===== src/rtl/clock_ctrl_pkg.sv =====
// Shared types and constants for the digital-clock mode controller.
// Mode encodings, counter limits and counter port widths.
package clock_ctrl_pkg;

  typedef enum logic [1:0] {
    MODE_RUN     = 2'd0,
    MODE_SET_MIN = 2'd1,
    MODE_SET_HR  = 2'd2,
    MODE_RSVD    = 2'd3
  } mode_e;

  localparam int SEC_W = 6;
  localparam int MIN_W = 6;
  localparam int HR_W  = 5;

  localparam logic [SEC_W-1:0] SEC_LAST = 6'd59;
  localparam logic [MIN_W-1:0] MIN_LAST = 6'd59;
  localparam logic [HR_W-1:0]  HR_LAST  = 5'd23;

  // The reserved encoding advances as if it were RUN.
  function automatic mode_e next_mode(input mode_e m);
    mode_e n;
    case (m)
      MODE_RUN:     n = MODE_SET_MIN;
      MODE_SET_MIN: n = MODE_SET_HR;
      MODE_SET_HR:  n = MODE_RUN;
      default:      n = MODE_SET_MIN;
    endcase
    return n;
  endfunction

endpackage


===== src/rtl/clock_mode_controller_counter.sv =====
// Generic wrapping counter: counts 0..MAX_NUMBER-1 on each enable.
// Used as the sub-second divider of the clock controller.
module clock_mode_controller_counter #(
  parameter int WIDTH      = 2,
  parameter int MAX_NUMBER = 4
) (
  input  logic             clk,
  input  logic             reset,
  input  logic             i_en,
  output logic [WIDTH-1:0] o_count
);

  localparam logic [WIDTH-1:0] LAST = WIDTH'(MAX_NUMBER - 1);

  logic [WIDTH-1:0] r_count;

  // Count register, wraps after LAST.
  always_ff @(posedge clk or posedge reset) begin
    if (reset) begin
      r_count <= '0;
    end else if (i_en) begin
      if (r_count == LAST) begin
        r_count <= '0;
      end else begin
        r_count <= r_count + WIDTH'(1);
      end
    end else begin
      r_count <= r_count;
    end
  end

  assign o_count = r_count;

endmodule


===== src/rtl/clock_mode_controller.sv =====
// Mode / carry controller for the seconds-minutes-hours counter chain:
// RUN / SET_MIN / SET_HR machine, cascade carries, set timeout and blink.
module clock_mode_controller
  import clock_ctrl_pkg::*;
#(
  parameter int SUBTICKS  = 4,
  parameter int TIMEOUT_S = 10
) (
  input  logic             clk,
  input  logic             reset,
  input  logic             tick,
  input  logic             btn_mode,
  input  logic             btn_up,
  input  logic [SEC_W-1:0] sec,
  input  logic [MIN_W-1:0] min,
  input  logic [HR_W-1:0]  hr,
  output logic             en_sec,
  output logic             en_min,
  output logic             en_hr,
  output logic [1:0]       mode,
  output logic             blank_min,
  output logic             blank_hr
);

  localparam int SUB_W  = (SUBTICKS > 1) ? $clog2(SUBTICKS) : 1;
  localparam int IDLE_W = (TIMEOUT_S > 1) ? $clog2(TIMEOUT_S) : 1;
  localparam logic [SUB_W-1:0]  SUB_LAST  = SUB_W'(SUBTICKS - 1);
  localparam logic [SUB_W-1:0]  SUB_HALF  = SUB_W'(SUBTICKS / 2);
  localparam logic [IDLE_W-1:0] IDLE_LAST = IDLE_W'(TIMEOUT_S - 1);

  logic [SUB_W-1:0]  w_sub;
  mode_e             r_mode;
  mode_e             w_mode_nxt;
  logic [IDLE_W-1:0] r_idle;
  logic [IDLE_W-1:0] w_idle_nxt;
  logic              w_sec_evt;
  logic              w_in_set;
  logic              w_unused;

  clock_mode_controller_counter #(
    .WIDTH      (SUB_W),
    .MAX_NUMBER (SUBTICKS)
  ) u_sub_div (
    .clk     (clk),
    .reset   (reset),
    .i_en    (tick),
    .o_count (w_sub)
  );

  assign w_sec_evt = tick && (w_sub == SUB_LAST);
  assign w_in_set  = (r_mode == MODE_SET_MIN) || (r_mode == MODE_SET_HR);
  // Hours wrap inside the external counter, so hr never feeds a carry.
  assign w_unused  = ^hr;
  assign mode      = r_mode;

  // Mode and idle-second state registers.
  always_ff @(posedge clk or posedge reset) begin
    if (reset) begin
      r_mode <= MODE_RUN;
      r_idle <= '0;
    end else begin
      r_mode <= w_mode_nxt;
      r_idle <= w_idle_nxt;
    end
  end

  // Enables, blink and next-state; everything resolves against the current mode.
  always_comb begin
    w_mode_nxt = r_mode;
    w_idle_nxt = r_idle;
    en_sec     = 1'b0;
    en_min     = 1'b0;
    en_hr      = 1'b0;
    blank_min  = 1'b0;
    blank_hr   = 1'b0;

    case (r_mode)
      MODE_SET_MIN: begin
        en_min    = btn_up;
        blank_min = (w_sub >= SUB_HALF);
      end
      MODE_SET_HR: begin
        en_hr    = btn_up;
        blank_hr = (w_sub >= SUB_HALF);
      end
      default: begin
        en_sec = w_sec_evt;
        en_min = w_sec_evt && (sec == SEC_LAST);
        en_hr  = w_sec_evt && (sec == SEC_LAST) && (min == MIN_LAST);
      end
    endcase

    if (btn_mode) begin
      w_mode_nxt = next_mode(r_mode);
      w_idle_nxt = '0;
    end else if (w_in_set) begin
      if (btn_up) begin
        w_idle_nxt = '0;
      end else if (w_sec_evt) begin
        if (r_idle == IDLE_LAST) begin
          w_mode_nxt = MODE_RUN;
          w_idle_nxt = '0;
        end else begin
          w_idle_nxt = r_idle + IDLE_W'(1);
        end
      end else begin
        w_idle_nxt = r_idle;
      end
    end else begin
      w_mode_nxt = MODE_RUN;
      w_idle_nxt = '0;
    end
  end

endmodule


===== config.mk =====
export PLATFORM = sky130hd
export DESIGN_NAME = clock_mode_controller
export DESIGN_NICKNAME = d
export VERILOG_FILES = /design/src/rtl/clock_ctrl_pkg.sv /design/src/rtl/clock_mode_controller_counter.sv /design/src/rtl/clock_mode_controller.sv
export SDC_FILE = /design/constraint.sdc
export NUM_CORES = 1
export LEC_CHECK = 0
export CORE_UTILIZATION = 40
export CTS_CLUSTER_DIAMETER = 120
export DETAILED_ROUTE_END_ITERATION = 16
export PLACE_DENSITY_LB_ADDON = 0.05
export SLEW_MARGIN = 15
export SYNTH_ARGS = -nofsm -noshare
export SYNTH_HDL_FRONTEND = slang
export SYNTH_SLANG_ARGS = --single-unit

===== constraint.sdc =====
create_clock -name clk -period 2.56 [get_ports clk]
set_clock_uncertainty 0.2 [all_clocks]
set_input_delay 0.512 -clock clk [delete_from_list [all_inputs] [get_ports clk]]
set_output_delay 0.512 -clock clk [all_outputs]
set_load 0.02 [all_outputs]

# Yosys cells after proc, flatten, opt, wreduce, memory -nomap -nowiden
# Index checks and enable logic that the tools add are counted.
dict set report word_totals {
  mem_bits_rw 0
  rom_bits 0
  register_bits 8
  input_bits 22
  memories 0
  output_inout_bits 7
  latchBits 0
}
dict set report op_classes {
  n_addsub 2
  n_eq_ne 10
  n_mux 17
  n_bitwise 0
  div 0
  n_shift 0
  multipliers 0
  order_cmp 1
  reduce_logical 6
}
# cell n
set ops {}
lappend ops {{$mux 4} 5}
lappend ops {{$eq 6x6->1 const B} 2}
lappend ops {{$mux 2} 6}
lappend ops {{$ne 3x3->1 const B} 2}
lappend ops {{$add 4x1->4 const B} 1}
lappend ops {{$eq 2x2->1 const B} 2}
lappend ops {{$eq 4x4->1 const B} 1}
lappend ops {{$ne 4x4->1 const B} 1}
lappend ops {{$pmux 1 s2} 2}
lappend ops {{$pmux 2 s2} 1}
lappend ops {{$logic_and 1x1->1} 3}
lappend ops {{$mux 1} 3}
lappend ops {{$ne 3x2->1 const B} 1}
lappend ops {{$reduce_and 3->1} 1}
lappend ops {{$add 2x1->2 const B} 1}
lappend ops {{$eq 2x1->1 const B} 1}
lappend ops {{$ge 2x2->1 const B} 1}
lappend ops {{$reduce_or 2->1} 1}
lappend ops {{$logic_or 1x1->1} 1}

# Longest topological paths before layout
# Gate-level depths: netlist of the first run.
dict set report depth {
  word_depth 6
  mapped_depth 5
}

# By module
# A second synthesis of the first run with hierarchy kept.
dict set report hier_totals {
  cells_unflattened 59
  area_unflattened_um2 546.8
}
# module cells_per_inst area_per_inst_um2 instances
set modules_own_cells {}
lappend modules_own_cells {clock_mode_controller 52 449.2 1}
lappend modules_own_cells {clock_mode_controller_counter 7 97.6 1}

# Worst setup path before layout of the first run
# Ideal clock, no wire load.
dict set report synth_timing {
  path_kind {register to output}
  from {register r_mode[0], in the netlist mode[0]}
  to {output en_hr}
  arrival_ps 1340
  setup_slack_ps 508
  t_required_ps 1848
  path_stages_with_launch 6
  n_path_buf 1
  cell_sequence {dfrtp_1 > inv_1 > ha_1 > clkbuf_1 > nor2_1 > a31o_2}
}
dict set report synth_between {
  elab_chain_len 2
  word_cells_on_any_way 3
  cone_classes {eq/ne (2); mux (1)}
}
# element line
set synth_rtl {}
lappend synth_rtl {{start, declared} clock_mode_controller.sv:32} ;# mode_e r_mode;
lappend synth_rtl {{start signal, assigned} clock_mode_controller.sv:62} ;# r_mode <= w_mode_nxt;
lappend synth_rtl {{$eq 2x2->1 or $eq 2x1->1 (tied branches)} clock_mode_controller.sv:77} ;# case (r_mode)
lappend synth_rtl {{$pmux 1 s2 (*)} clock_mode_controller.sv:77}
lappend synth_rtl {{end, declared} clock_mode_controller.sv:19} ;# output logic en_hr,
# Every way passes the cells marked *; elsewhere a longest branch is shown, timed or not.

# Worst setup path after layout of the first run
dict set report layout_timing {
  from {input sec[2]}
  to {output en_min}
}
dict set report layout_between {
  elab_chain_len 3
}
# element line
set layout_rtl {}
lappend layout_rtl {{start, declared} clock_mode_controller.sv:14} ;# input logic [SEC_W-1:0] sec,
lappend layout_rtl {{$eq 6x6->1} clock_mode_controller.sv:88} ;# en_min = w_sec_evt && (sec == SEC_LAST);
lappend layout_rtl {{$logic_and 1x1->1} clock_mode_controller.sv:88}
lappend layout_rtl {{$pmux 1 s2} clock_mode_controller.sv:77}
lappend layout_rtl {{end, declared} clock_mode_controller.sv:18} ;# output logic en_min,
# Every way passes these cells.

==> impl_metrics.toml, run 1 <==
[outcome]
status = "complete, no violations"

[setup_path]
arrival_ns = 1.74
reg2regPathDepth = 4
critPathKind = "in2out"
r2r_setup_slack_ns = 0.84
startpoint_type = "input port"
crit_path_end_kind = "output pin"
cp.required_ns = 1.85
cp_max_fo = 2

[clock_network]
cts_tree = "built"
clock-root-buffer = "clkbuf_4"
cts_max_level = 1
postCtsSetupBuffers = 0
clock-sinks = 8
cts_buffers = 3
clock_latency_ns = 0.26
cts_max_path_buffers = 2
clk_pin_slew_ns = 0.06

[synthesis]
ys_seq_elements = 8
netlist_area_um2 = 554
synthCells = 66
yosysSeqAreaShare_pct = 36.1
yosys_warnings = 0
syn-mean-instance-area_um2 = 8.40
syn_nets = 94
synth_cell_type_count = 23

[global_route]
antenna_found_initial = 0
grt_max_degree = 10
grt_overflow = 0
grt_use_total_pct = 20.6
grt_pass1_wl_mm = 2.06
grt_pass1_vias = 492

[final_layout]
fill_cells = 127
fin_util_pct = 65.4
syn_to_final_growth_pct = 53.5
mostFrequentLayoutCells = "clkdlybuf4s50_1 (20), nand2_1 (10), inv_1 (8), dfrtp_1 (8), ha_1 (6)"
final_layout_size_suffix_gt1_share_pct = 12.6
diodes = 0
fin_nets = 125
layout_commonest_cell = "clkdlybuf4s50_1"

[power_and_ir_drop]
powerDensity_nw_per_um2 = 728
p_leak_nw = 0.377
power.total_mw = 0.620
ir_worst_vdd_mv = 0.563

[timing]
slew_headroom_pct = 78.5
layout_worst_path_cycle_share_pct = 95.7
finalMaxSlewViolations = 0
max_freq_mhz = 408
setup_viol = 0
post-route-min-period_ns = 2.45
finalSetupTns_ns = 0
rsz0062_at_grt = "false"
whs_ns = 0.308
hold_viol = 0
tightest_slew_ns = 0.321

[floorplan]
fp.dieH_um = 39.2
core_um2 = 1300
start_util_pct = 42.6
die_area_um2 = 1540
rows = 13
io_pins = 29
die_w_um = 39.2

[route]
routed_wl_mm = 1.23
num_vias = 562
antenna_left = 0
vias_per_cell = 5.11
drc = 0
wl_per_cell_um = 11.2
dr.first_iter.drc_count = 10
firstDrtPassIters = 4

[job]
drv_cap = 0

[min_path]
worst_hold_path_type = "in2async"

[placed_design]
place_congestion = 0.670
place_hpwl_mm = 1.01
port_buffers = 23
==> layout make-up <==
cell class,instances,area (um^2),area share (%)
multi-input cells,49,325,38.2
well taps,15,18.8,2.21
inverters,8,30.0,3.53
flip-flops and latches,8,200,23.5
repair buffers,27,254,29.9
clock buffers,3,22.5,2.65
==> per-stage QoR <==
stage | instance area [um^2] | std cells | setup WS (ns)
6_report | 851 | 110 | 0.111
5_1_grt | 851 | 110 | 0.0191
4_1_cts | 850 | 110 | 0.0125
3_5_place_dp | 830 | 107 | -0.285
3_3_place_gp | 830 | 107 | -0.276
2_1_floorplan | 554 | 66 | 0.508
==> kinds of logic (layout without fill, tap and decap cells) <==
logic type,count (synthesis),in the layout,synth area share [%]
simple gates,30,30,28.7
compound gates,12,12,13.8
buf+inv,9,38,6.09
flops,8,8,36.1
fa+ha+maj,6,6,13.5
mux,1,1,1.81
==> registers in the layout, summed over array words and instances, names as in the netlist <==
name	flops
r_idle	4
mode	2
u_sub_div.o_count	2
==> layer usage <==
metal	wire length (um)	share of wire (%)	GRT usage, %
met1	561	45	25.3
met5	0	0	0
met4	6	0.49	5.17
met3	84	6.8	9.83
met2	582	47	32.1
==> power breakdown <==
part | total, mW | internal, mW | switching (mW)
registers | 0.183 | 0.157 | 0.0258
clock network | 0.101 | 0.0539 | 0.0470
logic | 0.336 | 0.161 | 0.175
==> cells in the mapped netlist (all sizes together) <==
library cell  instances  area share (%)
a21o                  1             1.4
a21oi                 3             2.7
a31o                  1             1.6
a31oi                 1             1.1
and3                  1             1.4
and3b                 1             1.6
clkbuf                1            0.68
dfrtp                 8              36
ha                    6              14
inv                   8             5.4
mux2i                 1             1.8
nand2                11             7.9
nand3                 3             2.7
nand4b                2             3.2
nor2                  4             2.7
nor3                  1            0.90
nor3b                 1             1.4
o21a                  2             2.7
o21ai                 3             2.7
o41ai                 1             1.6
or3                   5             5.6
or4                   1             1.4
==> worst max-delay path: stages <==
cell,delay [ns]
clkdlybuf4s50_1,0.40
nand4b_1,0.19
nor3_2,0.20
a21o_1,0.14
clkdlybuf4s15_1,0.30
==> worst paths after layout <==
check                               start              endpoint
worst max-delay path               sec[2]                en_min
worst min-delay path                reset             r_idle[0]
worst max register to register    mode[0]             r_idle[3]
worst min register to register  r_idle[1]             r_idle[1]
max in group asynchronous           reset  u_sub_div.o_count[1]
min in group clk                r_idle[1]             r_idle[1]
==> timing repair <==
action / in CTS / in global routing
pin swaps: 0 / 0
resized for setup: 4 / 3
endpoints found under the setup margin: 3 / 2
endpoints found under the hold margin: 0 / 0
hold buffers: 0 / 0
(Power assumes the default switching activity.)
==> run 2: changes to the inputs <==
clock period = 3.05 ns   (was 2.56 ns; I/O delays follow)
==> impl_metrics.toml, run 2 (same netlist as run 1, synthesis figures left out) <==
[outcome]
status = "complete, no violations"

[route]
num_vias = 563
drc = 0
wl_met3_um = 95
vias_per_cell = 5.21
dr.first_iter.drc_count = 3
wl_per_cell_um = 10.8
wl_met1_um = 522
top_signal_layer_used = "met3"
firstDrtPassIters = 4
antenna_left = 0
routed_wl_mm = 1.17
met2_length_um = 553

[clock_network]
cts.hold.buffers_added = 0
cts_max_level = 1
postCtsSetupBuffers = 0
clock-sinks = 8
clock-root-buffer = "clkbuf_4"
cts_max_path_buffers = 2
clock_latency_ns = 0.25
cts_buffers = 3
cts_tree = "built"
clk_pin_slew_ns = 0.05

[timing]
slew_headroom_pct = 79.1
max_freq_mhz = 341
layout_worst_path_cycle_share_pct = 96.2
finalSetupTns_ns = 0
post-route-min-period_ns = 2.93
setup_viol = 0
rsz0062_at_grt = "false"
tightest_slew_ns = 0.313
hold_viol = 0
finalMaxSlewViolations = 0

[placed_design]
dp_cells = 105
place_hpwl_um = 974
place_congestion = 0.639
port_buffers = 23

[final_layout]
syn_to_final_growth_pct = 52.4
largest_register_ffs = 4
diodes = 0
layout_commonest_cell = "clkdlybuf4s50_1"
largest_register = "r_idle"
final_layout_size_suffix_gt1_share_pct = 9.68
fin_nets = 123
mostFrequentLayoutCells = "clkdlybuf4s50_1 (22), nand2_1 (10), inv_1 (8), dfrtp_1 (8), ha_1 (6)"
final_cells = 108

[job]
drv_cap = 0

[floorplan]
rows = 13
core_um2 = 1300
die_w_um = 39.2
fp.dieH_um = 39.2
die_area_um2 = 1540
start_util_pct = 42.6
io_pins = 29

[power_and_ir_drop]
ir_worst_vdd_mv = 0.497
p_leak_nw = 0.379
power.total_mw = 0.515
powerDensity_nw_per_um2 = 610

[global_route]
grt_overflow = 0
antenna_found_initial = 0
grt_use_total_pct = 18.2
grt_max_degree = 10
grt_pass1_vias = 461
grt_pass1_wl_mm = 1.84

[setup_path]
cp.required_ns = 2.24
arrival_ns = 2.12
crit_path_end_kind = "output pin"
cp_max_fo = 2
critPathKind = "in2out"
startpoint_type = "input port"
r2r_setup_slack_ns = 1.32

[min_path]
worst_hold_path_type = "reg2reg"
-- run 2: cell count changes in the layout (fill, tap and decap cells not counted), sizes merged --
cell / delta
buf: -2
clkdlybuf4s50: +2
clkbuf: -1
clkdlybuf4s15: -1
dlygate4sd2: -1
dlymetal6s2s: +1
-- run 2: per-layer routing --
metal | vias up | track usage (%)
li1 | 285 | -
met1 | 259 | 22.1
met2 | 19 | 28.7
met3 | 0 | 9.83
met4 | 0 | 2.59
met5 | - | 0
-- run 2: what timing repair did --
action,in CTS,in global routing
hold endpoints to repair,0,0
resized for setup,0,2
endpoints found under the setup margin,0,2
-- run 2: stage by stage --
step / util [%] / setup slack (ns) / cell area, um^2 / hold WS [ns]
detailed placement: 62.6 / 0.0235 / 815 / 0.360
CTS: 64.3 / 0.0160 / 837 / 0.368
global route: 64.9 / 0.0123 / 845 / 0.390
floorplan: - / 0.900 / 554 / 0.226
finish: 64.9 / 0.116 / 845 / 0.363
global placement: 62.6 / 0.0129 / 815 / 0.357
-- run 2: final timing paths --
check / startpoint / cells after the start / to
worst max register to register: u_sub_div.o_count[1] / 5 / r_idle[3]
min in group asynchronous: reset / 2 / r_idle[2]
worst max-delay path: tick / 5 / en_min
worst min-delay path: r_idle[1] / 2 / r_idle[1]
max in group asynchronous: reset / 2 / mode[0]
worst min register to register: r_idle[1] / 2 / r_idle[1]
-- run 2: critical path, cell delays in order --
cell and delay (ns):
clkdlybuf4s50_1 0.50, nand2_2 0.08, nor3_2 0.21, a21o_1 0.14
clkdlybuf4s50_1 0.59
-- run 2: final cells by class --
| type | instances | area, um^2 |
|---|---|---|
| Clock buffer | 3 | 22.5 |
| Fill cell | 125 | 457 |
| Inverter | 8 | 30.0 |
| Multi-Input combinational cell | 49 | 325 |
| Sequential cell | 8 | 200 |
| Tap cell | 15 | 18.8 |
| Timing Repair Buffer | 25 | 248 |
-- run 2: where the power goes --
| group | switching, mW | total, mW | internal [mW] |
|---|---|---|---|
| Clock | 0.0373 | 0.0825 | 0.0451 |
| Sequential | 0.0203 | 0.152 | 0.132 |
| Combinational | 0.146 | 0.280 | 0.134 |
| Total | 0.204 | 0.515 | 0.311 |
==> run 3: changes to the inputs <==
CTS_BUF_LIST = sky130_fd_sc_hd__clkbuf_4 sky130_fd_sc_hd__clkbuf_8 sky130_fd_sc_hd__clkbuf_16   (was default)
==> results of run 3 <==
Same layout as run 2: the final DEF is identical, and so are final timing and power.
